===== src/rtl/axis_header_sched_pkg.sv =====
// axis_hdr_pkg: shared FSM state type and end-of-packet helper for the header scheduler
package axis_hdr_pkg;
  typedef enum logic [1:0] {IDLE = 2'd0, OFFER = 2'd1, WAIT_EOP = 2'd2} state_e;
  function automatic logic eop(input logic valid, input logic ready, input logic last);
    return valid & ready & last;
  endfunction
endpackage


===== src/rtl/axis_header_sched_if.sv =====
// axis_header_sched_if: header-insert channel between the scheduler and the inserter
interface axis_header_sched_if #(
  parameter int DATA_WD = 32,
  localparam int DATA_BYTE_WD = DATA_WD / 8,
  localparam int BYTE_CNT_WD = $clog2(DATA_BYTE_WD)
);
  logic                    valid_insert;
  logic [DATA_WD-1:0]      header_insert;
  logic [DATA_BYTE_WD-1:0] keep_insert;
  logic [BYTE_CNT_WD:0]    byte_insert_cnt;
  logic                    ready_insert;
  modport master (output valid_insert, header_insert, keep_insert, byte_insert_cnt, input ready_insert);
  modport slave (input valid_insert, header_insert, keep_insert, byte_insert_cnt, output ready_insert);
endinterface


===== src/rtl/axis_header_sched_rr_arbiter.sv =====
// rr_arbiter: combinational round-robin pick, searching upward from ptr_i with wraparound
module rr_arbiter #(
  parameter int N_REQ = 4,
  localparam int IW = $clog2(N_REQ)
) (
  input  logic [N_REQ-1:0] req_i,
  input  logic [IW-1:0]    ptr_i,
  output logic [N_REQ-1:0] gnt_o,
  output logic [IW-1:0]    idx_o,
  output logic             any_o
);
  logic [IW-1:0] j;
  // scanning from the farthest offset down lets the nearest requester overwrite earlier hits
  always_comb begin
    gnt_o = '0;
    idx_o = '0;
    any_o = 1'b0;
    j = '0;
    for (int k = N_REQ - 1; k >= 0; k--) begin
      j = IW'((int'(ptr_i) + k) % N_REQ);
      if (req_i[j]) begin
        gnt_o = '0;
        gnt_o[j] = 1'b1;
        idx_o = j;
        any_o = 1'b1;
      end
    end
  end
endmodule


===== src/rtl/axis_header_sched.sv =====
// axis_header_sched: round-robin owner of the header-insert channel, held until the packet's last beat
module axis_header_sched
  import axis_hdr_pkg::*;
#(
  parameter int N_REQ = 4,
  parameter int DATA_WD = 32,
  parameter int TIMEOUT = 1024,
  parameter int PKT_CNT_WD = 16,
  localparam int DATA_BYTE_WD = DATA_WD / 8,
  localparam int BYTE_CNT_WD = $clog2(DATA_BYTE_WD),
  localparam int IW = $clog2(N_REQ)
) (
  input  logic                             clk,
  input  logic                             rst,
  input  logic [N_REQ-1:0]                 req_valid,
  input  logic [N_REQ*DATA_WD-1:0]         req_header,
  input  logic [N_REQ*DATA_BYTE_WD-1:0]    req_keep,
  input  logic [N_REQ*(BYTE_CNT_WD+1)-1:0] req_byte_cnt,
  output logic [N_REQ-1:0]                 req_ready,
  axis_header_sched_if.master              ins,
  input  logic                             mon_valid_out,
  input  logic                             mon_ready_out,
  input  logic                             mon_last_out,
  output logic [IW-1:0]                    grant_id,
  output logic                             busy,
  output logic                             timeout_err,
  output logic [PKT_CNT_WD-1:0]            pkt_cnt
);
  localparam int WDW = TIMEOUT > 1 ? $clog2(TIMEOUT) : 1;
  state_e                  state_q, state_d;
  logic [IW-1:0]           rr_q, grant_q, win_idx;
  logic [N_REQ-1:0]        win_gnt;
  logic                    win_any, eop_w, to_hit, take;
  logic [DATA_WD-1:0]      header_q;
  logic [DATA_BYTE_WD-1:0] keep_q;
  logic [BYTE_CNT_WD:0]    cnt_q;
  logic [WDW-1:0]          wd_q;
  logic                    terr_q;
  logic [PKT_CNT_WD-1:0]   pkt_q;

  rr_arbiter #(.N_REQ(N_REQ)) u_arb (
    .req_i(req_valid),
    .ptr_i(rr_q),
    .gnt_o(win_gnt),
    .idx_o(win_idx),
    .any_o(win_any)
  );

  // no accept strobe while reset is held, so a source never drops a header the FSM discards
  always_comb begin
    eop_w = eop(mon_valid_out, mon_ready_out, mon_last_out);
    to_hit = TIMEOUT != 0 && int'(wd_q) == TIMEOUT - 1;
    take = state_q == IDLE && win_any && !rst;
    state_d = take ? OFFER :
              (state_q == OFFER && ins.ready_insert) ? WAIT_EOP :
              (state_q == WAIT_EOP && (eop_w || to_hit)) ? IDLE : state_q;
  end

  assign req_ready           = take ? win_gnt : '0;
  assign ins.valid_insert    = state_q == OFFER;
  assign ins.header_insert   = header_q;
  assign ins.keep_insert     = keep_q;
  assign ins.byte_insert_cnt = cnt_q;
  assign grant_id            = grant_q;
  assign busy                = state_q != IDLE;
  assign timeout_err         = terr_q;
  assign pkt_cnt             = pkt_q;

  always_ff @(posedge clk) begin
    if (rst) begin
      state_q  <= IDLE;
      rr_q     <= '0;
      grant_q  <= '0;
      header_q <= '0;
      keep_q   <= '0;
      cnt_q    <= '0;
      wd_q     <= '0;
      terr_q   <= 1'b0;
      pkt_q    <= '0;
    end else begin
      state_q <= state_d;
      wd_q    <= state_q == WAIT_EOP ? wd_q + 1'b1 : '0;
      terr_q  <= state_q == WAIT_EOP && !eop_w && to_hit;
      if (state_q == WAIT_EOP && eop_w) pkt_q <= pkt_q + 1'b1;
      if (take) begin
        header_q <= req_header[win_idx*DATA_WD +: DATA_WD];
        keep_q   <= req_keep[win_idx*DATA_BYTE_WD +: DATA_BYTE_WD];
        cnt_q    <= req_byte_cnt[win_idx*(BYTE_CNT_WD+1) +: BYTE_CNT_WD+1];
        grant_q  <= win_idx;
        rr_q     <= win_idx == IW'(N_REQ - 1) ? '0 : win_idx + 1'b1;
      end
    end
  end
endmodule

===== src/flat_wrapper.sv =====
// flat-port wrapper written by rule: the top's interface ports become plain ports
module axis_header_sched_flat import axis_hdr_pkg::*;
#(
  parameter int N_REQ = 4,
  parameter int DATA_WD = 32,
  parameter int TIMEOUT = 1024,
  parameter int PKT_CNT_WD = 16,
  localparam int DATA_BYTE_WD = DATA_WD / 8,
  localparam int BYTE_CNT_WD = $clog2(DATA_BYTE_WD),
  localparam int IW = $clog2(N_REQ)
)
  (clk, rst, req_valid, req_header, req_keep, req_byte_cnt, req_ready, mon_valid_out, mon_ready_out, mon_last_out, grant_id, busy, timeout_err, pkt_cnt, ins_valid_insert, ins_header_insert, ins_keep_insert, ins_byte_insert_cnt, ins_ready_insert);
  axis_header_sched_if #(.DATA_WD(DATA_WD)) ins_i ();
  input  logic clk;
  input  logic rst;
  input  logic [N_REQ-1:0] req_valid;
  input  logic [N_REQ*DATA_WD-1:0] req_header;
  input  logic [N_REQ*DATA_BYTE_WD-1:0] req_keep;
  input  logic [N_REQ*(BYTE_CNT_WD+1)-1:0] req_byte_cnt;
  output logic [N_REQ-1:0] req_ready;
  input  logic mon_valid_out;
  input  logic mon_ready_out;
  input  logic mon_last_out;
  output logic [IW-1:0] grant_id;
  output logic busy;
  output logic timeout_err;
  output logic [PKT_CNT_WD-1:0] pkt_cnt;
  output wire logic [$bits(ins_i.valid_insert)-1:0] ins_valid_insert;
  output wire logic [$bits(ins_i.header_insert)-1:0] ins_header_insert;
  output wire logic [$bits(ins_i.keep_insert)-1:0] ins_keep_insert;
  output wire logic [$bits(ins_i.byte_insert_cnt)-1:0] ins_byte_insert_cnt;
  input wire logic [$bits(ins_i.ready_insert)-1:0] ins_ready_insert;
  assign ins_valid_insert = ins_i.valid_insert;
  assign ins_header_insert = ins_i.header_insert;
  assign ins_keep_insert = ins_i.keep_insert;
  assign ins_byte_insert_cnt = ins_i.byte_insert_cnt;
  assign ins_i.ready_insert = ins_ready_insert;
  axis_header_sched #(.N_REQ(N_REQ), .DATA_WD(DATA_WD), .TIMEOUT(TIMEOUT), .PKT_CNT_WD(PKT_CNT_WD)) u_core (.clk(clk), .rst(rst), .req_valid(req_valid), .req_header(req_header), .req_keep(req_keep), .req_byte_cnt(req_byte_cnt), .req_ready(req_ready), .ins(ins_i), .mon_valid_out(mon_valid_out), .mon_ready_out(mon_ready_out), .mon_last_out(mon_last_out), .grant_id(grant_id), .busy(busy), .timeout_err(timeout_err), .pkt_cnt(pkt_cnt));
endmodule

===== config.mk =====
export PLATFORM = sky130hd
export DESIGN_NAME = axis_header_sched_flat
export DESIGN_NICKNAME = d
export VERILOG_FILES = /design/src/rtl/axis_header_sched_pkg.sv /design/src/rtl/axis_header_sched_if.sv /design/src/rtl/axis_header_sched_rr_arbiter.sv /design/src/rtl/axis_header_sched.sv /design/src/flat_wrapper.sv
export SDC_FILE = /design/constraint.sdc
export NUM_CORES = 1
export LEC_CHECK = 0
export CAP_MARGIN = 20
export CORE_ASPECT_RATIO = 1.75
export CORE_MARGIN = 8
export CORE_UTILIZATION = 43
export CTS_BUF_LIST = sky130_fd_sc_hd__clkbuf_8
export DETAILED_ROUTE_END_ITERATION = 16
export HOLD_SLACK_MARGIN = 0.03
export PLACE_DENSITY_LB_ADDON = 0.3
export RECOVER_POWER = 50
export SYNTH_ARGS = -nofsm -noshare
export SYNTH_HDL_FRONTEND = slang
export SYNTH_HIERARCHICAL = 1
export SYNTH_SLANG_ARGS = --single-unit

===== constraint.sdc =====
create_clock -name clk -period 5.85 [get_ports clk]
set_clock_uncertainty 0.2 [all_clocks]
set_input_delay 1.755 -clock clk [delete_from_list [all_inputs] [get_ports clk]]
set_output_delay 1.755 -clock clk [all_outputs]
set_load 0.005 [all_outputs]

-- Word level (Yosys, flattened, before mapping)
Cells that the tools add are included.
- add/sub/neg operators: 6
- multiplexer cells: 33
- reduce and logical (&&, ||, !) cells: 20
- shift operators: 3
- magnitude comparators: 8
- multiply operators: 1
- bitwise logic cells: 3
- equality and inequality tests: 4
- operator list (cell ; count):
    variable part select 128 x 8 -> 32 bit ; 1
    two-way mux 4 bit ; 5
    adder 16 x 1 -> 16 bit (second input constant) ; 1
    variable part select 16 x 5 -> 4 bit ; 1
    two-way mux 2 bit ; 7
    two-way mux 1 bit ; 13
    < comparator 2 x 3 -> 1 bit (second input constant) ; 4
    variable part select 12 x 5 -> 3 bit ; 1
    logical AND 1 bit ; 11
    adder 10 x 1 -> 10 bit (second input constant) ; 1
    == test 10 x 1 -> 1 bit (second input constant) ; 1
    binary-select mux 1 bit (select 2 bit) ; 4
    demux 1 bit (select 2 bit) ; 4
    >= comparator 2 x 1 -> 1 bit (second input constant) ; 4
    adder 2 x 1 -> 2 bit (second input constant) ; 2
    adder 2 bit (second input constant) ; 2
    == test 2 bit (second input constant) ; 2
    multiplier 2 x 2 -> 4 bit (second input constant) ; 1
    nonzero test 2 bit ; 2
    OR reduction 2 bit ; 2
    nonzero test 3 bit ; 1
    bitwise AND 1 bit ; 2
    == test 2 x 1 -> 1 bit (second input constant) ; 1
    zero test 1 bit ; 2
    3 further kinds ; 3
- input bits: 166
- bits in registers: 72
- output and inout port bits: 64
- logic and storage cells: 88

-- Depth between registers and ports, before layout
- depth in word-level cells: 10
- gate-level depth with buffers: 12
- gate-level depth less buffers: 9

-- Hierarchy
The synthesis kept the hierarchy.
- by module, submodules not included (module ; cells each ; sequential area each (um2) ; instances ; area an instance (um2)):
    axis_header_sched ; 301 ; 1441.4 ; 1 ; 3512.1
    rr_arbiter ; 61 ; 0.0 ; 1 ; 509.2

-- Worst setup path before layout
OpenSTA, ideal clock, no wires.
- path kind: input port to output port
- from: input req_valid[1]
- to: output req_ready[0]
- data required time: 3895 ps
- cell stages on the path: 6
- path slack: 1020 ps
- path buffers: 1
- data arrival time: 2875 ps
- cells stage by stage: buf_6 > mux4_2 > nor2b_4 > a22oi_1 > a31oi_1 > and2_1
- elaborated cells on any way between the ends: 19
- classes of those cells: 17 x mux; 2 x reduce/logical
- RTL lines (what ; line ; source):
    start: declaration ; flat_wrapper.sv:16 ; input logic [N_REQ-1:0] req_valid;
    binary-select mux 1 bit (select 2 bit) ; axis_header_sched_rr_arbiter.sv:21 ; if (req_i[j]) begin
    two-way mux 1 bit (implied by the code) ; axis_header_sched_rr_arbiter.sv:21 ;
    two-way mux 4 bit (3 in series) ; axis_header_sched_rr_arbiter.sv:21 ;
    two-way mux 4 bit * ; axis_header_sched_rr_arbiter.sv:21 ;
    via u_core.win_gnt[0] ; axis_header_sched.sv:32 ; logic [N_REQ-1:0] win_gnt;
    two-way mux 4 bit * ; axis_header_sched.sv:59 ; assign req_ready = take ? win_gnt : '0;
    end: declaration ; flat_wrapper.sv:20 ; output logic [N_REQ-1:0] req_ready;
The timed path passes the listed nets; every way through them passes the cells marked *. The select of a mux whose other input is x is not followed.

-- Worst setup path in the final report
- from: input req_valid[2]
- to: output req_ready[2]
Same word-level chain as after synthesis.

==> results.md <==
* CP required at around 3.9 ns
* EDFF count, synth at 0
* Port Buf Inserts at about 230
* Largest net degree at the start of global routing at 36
* Starting Density at between 40 and 50%
* Period utilization at between 90% and 100%
* CTS clk-pin slew, worst paths at around 0.07 ns
* Post-Synthesis Cell Area at 4021 um^2
* Launch point of the worst path: req_valid[2]
* First-pass GRT wire length at 21960 um
* Slew Viols, Final at 0
* CP startpoint kind: input port
* Clock Path Buffers at 2
* Worst vdd ir at ~0.3 mV
* Final setup viols at 0
* Final WS setup at around 0.18 ns
* CP arrival at 3.71 ns
* Slew margin rel. at a little over a third
* Via count at ~4000
* Reg2reg end: u_core/ins.header_insert[23]
* Final Util at between 70% and 80%
* R2R setup slack at 2.02 ns
* Antenna diodes at 0
* Wire per inst at ~20 um
* Mapped Cells at between 300 and 400
* Post-synth net total at 539
* Most frequent cells in the layout: 176 x clkdlybuf4s50_1, 72 x dfxtp_1, 49 x dlygate4sd3_1
* Critical Path Sink: req_ready[2]
* Synth Warn # at 6
* Vias in the first global route at approximately 4300
* Library cells used by synthesis at 44
* Number of buffers created by CTS at 9
* DRC viols at 0
* 1st-iter DRT viols at around 140
* CP Max Fanout at 7
* Maxcap violations at 0
* Std-Cell Rows at 46
* Die area at 12820 um^2
* Post-CTS setup buffer count at 0
* Clock Tree Root: clkbuf_8
* All-Layer GR Usage at about 22%
* RSZ-0062 raised after global routing: false
* Hold crit path type: flop to flop
* ANT nets after route at 0
* Post-synthesis average cell area at roughly 11 um^2
* DR vias/cell at 5.587
* Most used DFF post-synth: dfxtp_1
* FFs w/ async S/R, synth at 0%
* Final std cells w/o fill at between 700 and 800
* Initial antenna violation count at 0
* Flops & latches, synth at about 70
* Core area at 9094 um^2
* PD cells at 299.0 nW/um^2
* # H-tree levels at 3
* Clock latency on the worst-skew pair at about 0.34 ns
* Grt total ovfl at 0
* Most common cell after layout, fill and taps aside: clkdlybuf4s50_1
* Io pins at 230
* Hold Violations, Final at 0
* Register area share after synthesis at ~36%
* Tmin final at around 5.7 ns
* Crit Path Class: input port to primary output
* Pre-Repair DR Iteration Count at 5
* LEAKAGE at between 2 and 3 nW
* Slew @ Worst Pin at 0.9549 ns
* Fmax at around 180 MHz
* Vert. Die Dim at roughly 140 um
* Register-to-Register Path Depth at 9
* DP Wirelength at about 12000 um
* CTS tree: done
* Clock Sinks at a little over 70
* Die X at just under 90 um
* Critical R2R Launch: u_core/rr_q[0]
* Worst slack at placement at -0.03134 ns
* Fin nets at ~760
* Layout Area Growth over Synthesis at 66.21%
* Routed WL at about 14000 um
* Layout cells sized above 1 at roughly an eighth
* Status: finished, final reports clean
* Placed Cells at 696
* Crit. End Element: primary output
* GPL Wtd Cong at approximately 0.83
-- critical path, cell delays in order --
cell and delay (ns):
dlygate4sd2_1 0.29, clkbuf_4 0.15, mux4_2 0.48, nor2b_4 0.16, a22oi_1 0.17, a31oi_1 0.11
and2_1 0.15, clkdlybuf4s50_1 0.45
-- stage by stage --
| step | area (um^2) | power [mW] | TNS, ns | hold slack, ns |
|---|---|---|---|---|
| final | 6684 | 1.998 | 0 | 0.2652 |
| after global placement | 6461 | 1.590 | 0 | 0.2405 |
| after global routing | 6684 | 2.112 | 0 | 0.2849 |
| after floorplan | 4021 | 1.201 | 0 | 0.2295 |
| after CTS | 6680 | 2.044 | 0 | 0.2706 |
| after detailed placement | 6461 | 1.613 | -0.05262 | 0.2541 |
-- cells in the mapped netlist, drive strengths merged, types with 4 or more instances --
library cell | number | area share, %
buf | 10 | 1.7
or4 | 5 | 0.93
a31oi | 4 | 0.62
a22o | 43 | 9.4
dfxtp | 72 | 36
o21ai | 10 | 1.2
nand3 | 11 | 1.4
nand4 | 8 | 1.2
ha | 11 | 3.4
and2 | 6 | 0.93
o31ai | 5 | 0.93
xor2 | 6 | 1.3
nand2 | 12 | 1.1
or3 | 5 | 0.78
clkbuf | 18 | 1.7
a21oi | 14 | 1.7
a22oi | 4 | 0.75
xnor2 | 8 | 1.7
mux4 | 41 | 23
nor2 | 29 | 2.7
inv | 8 | 0.75
-- power breakdown --
group	internal, mW	switching [mW]	total (mW)
registers	0.567	0.0587	0.625
logic	0.562	0.382	0.944
clock network	0.241	0.188	0.429
-- how the worst min path moves through the flow --
| stage | start | end | slack (ns) | cells past startpoint |
|---|---|---|---|---|
| finish | u_core/wd_q[0] | u_core/wd_q[0] | 0.27 | 1 |
| global route | u_core/grant_id[0] | u_core/grant_id[0] | 0.28 | 1 |
| CTS | u_core/wd_q[0] | u_core/wd_q[0] | 0.27 | 1 |
| detailed placement | u_core/wd_q[0] | u_core/wd_q[0] | 0.25 | 1 |
| global placement | u_core/wd_q[0] | u_core/wd_q[0] | 0.24 | 1 |
| floorplan | u_core/wd_q[0] | u_core/wd_q[0] | 0.23 | 1 |
-- state kept, by name, indices dropped and copies added (netlist names) --
signal,count
u_core/ins.header_insert,32
u_core/pkt_cnt,16
u_core/wd_q,10
u_core/ins.keep_insert,4
u_core/ins.byte_insert_cnt,3
u_core/grant_id,2
u_core/rr_q,2
u_core/state_q,2
u_core/timeout_err,1
-- final cells by class --
class	instances	area [um^2]
clock buffers	9	123.9
clock inverters	7	96.34
fillers	700	2410
inverters	8	30.03
multi-input cells	254	2450
flip-flops and latches	72	1441
well taps	120	150.1
repair buffers	242	2392
-- logic make-up after synthesis --
logic type	share of synthesized area, %
compound gates	15.34
xor+xnor	3.049
flops	35.84
simple gates	13.47
fa+ha+maj	3.422
buf+inv	4.107
mux	24.77
-- timing repair --
action,CTS,global route
hold buffers,0,0
setup endpoints to repair,3,4
resized for setup,1,3
cloned,0,0
-- routing by layer --
metal  GRT usage [%]  routed length (um)
met1           22.77                5066
met2           40.49                7945
met3           6.178                 956
met4           10.67                 497
met5               0                   0
Power figures use the tool's default switching activity.
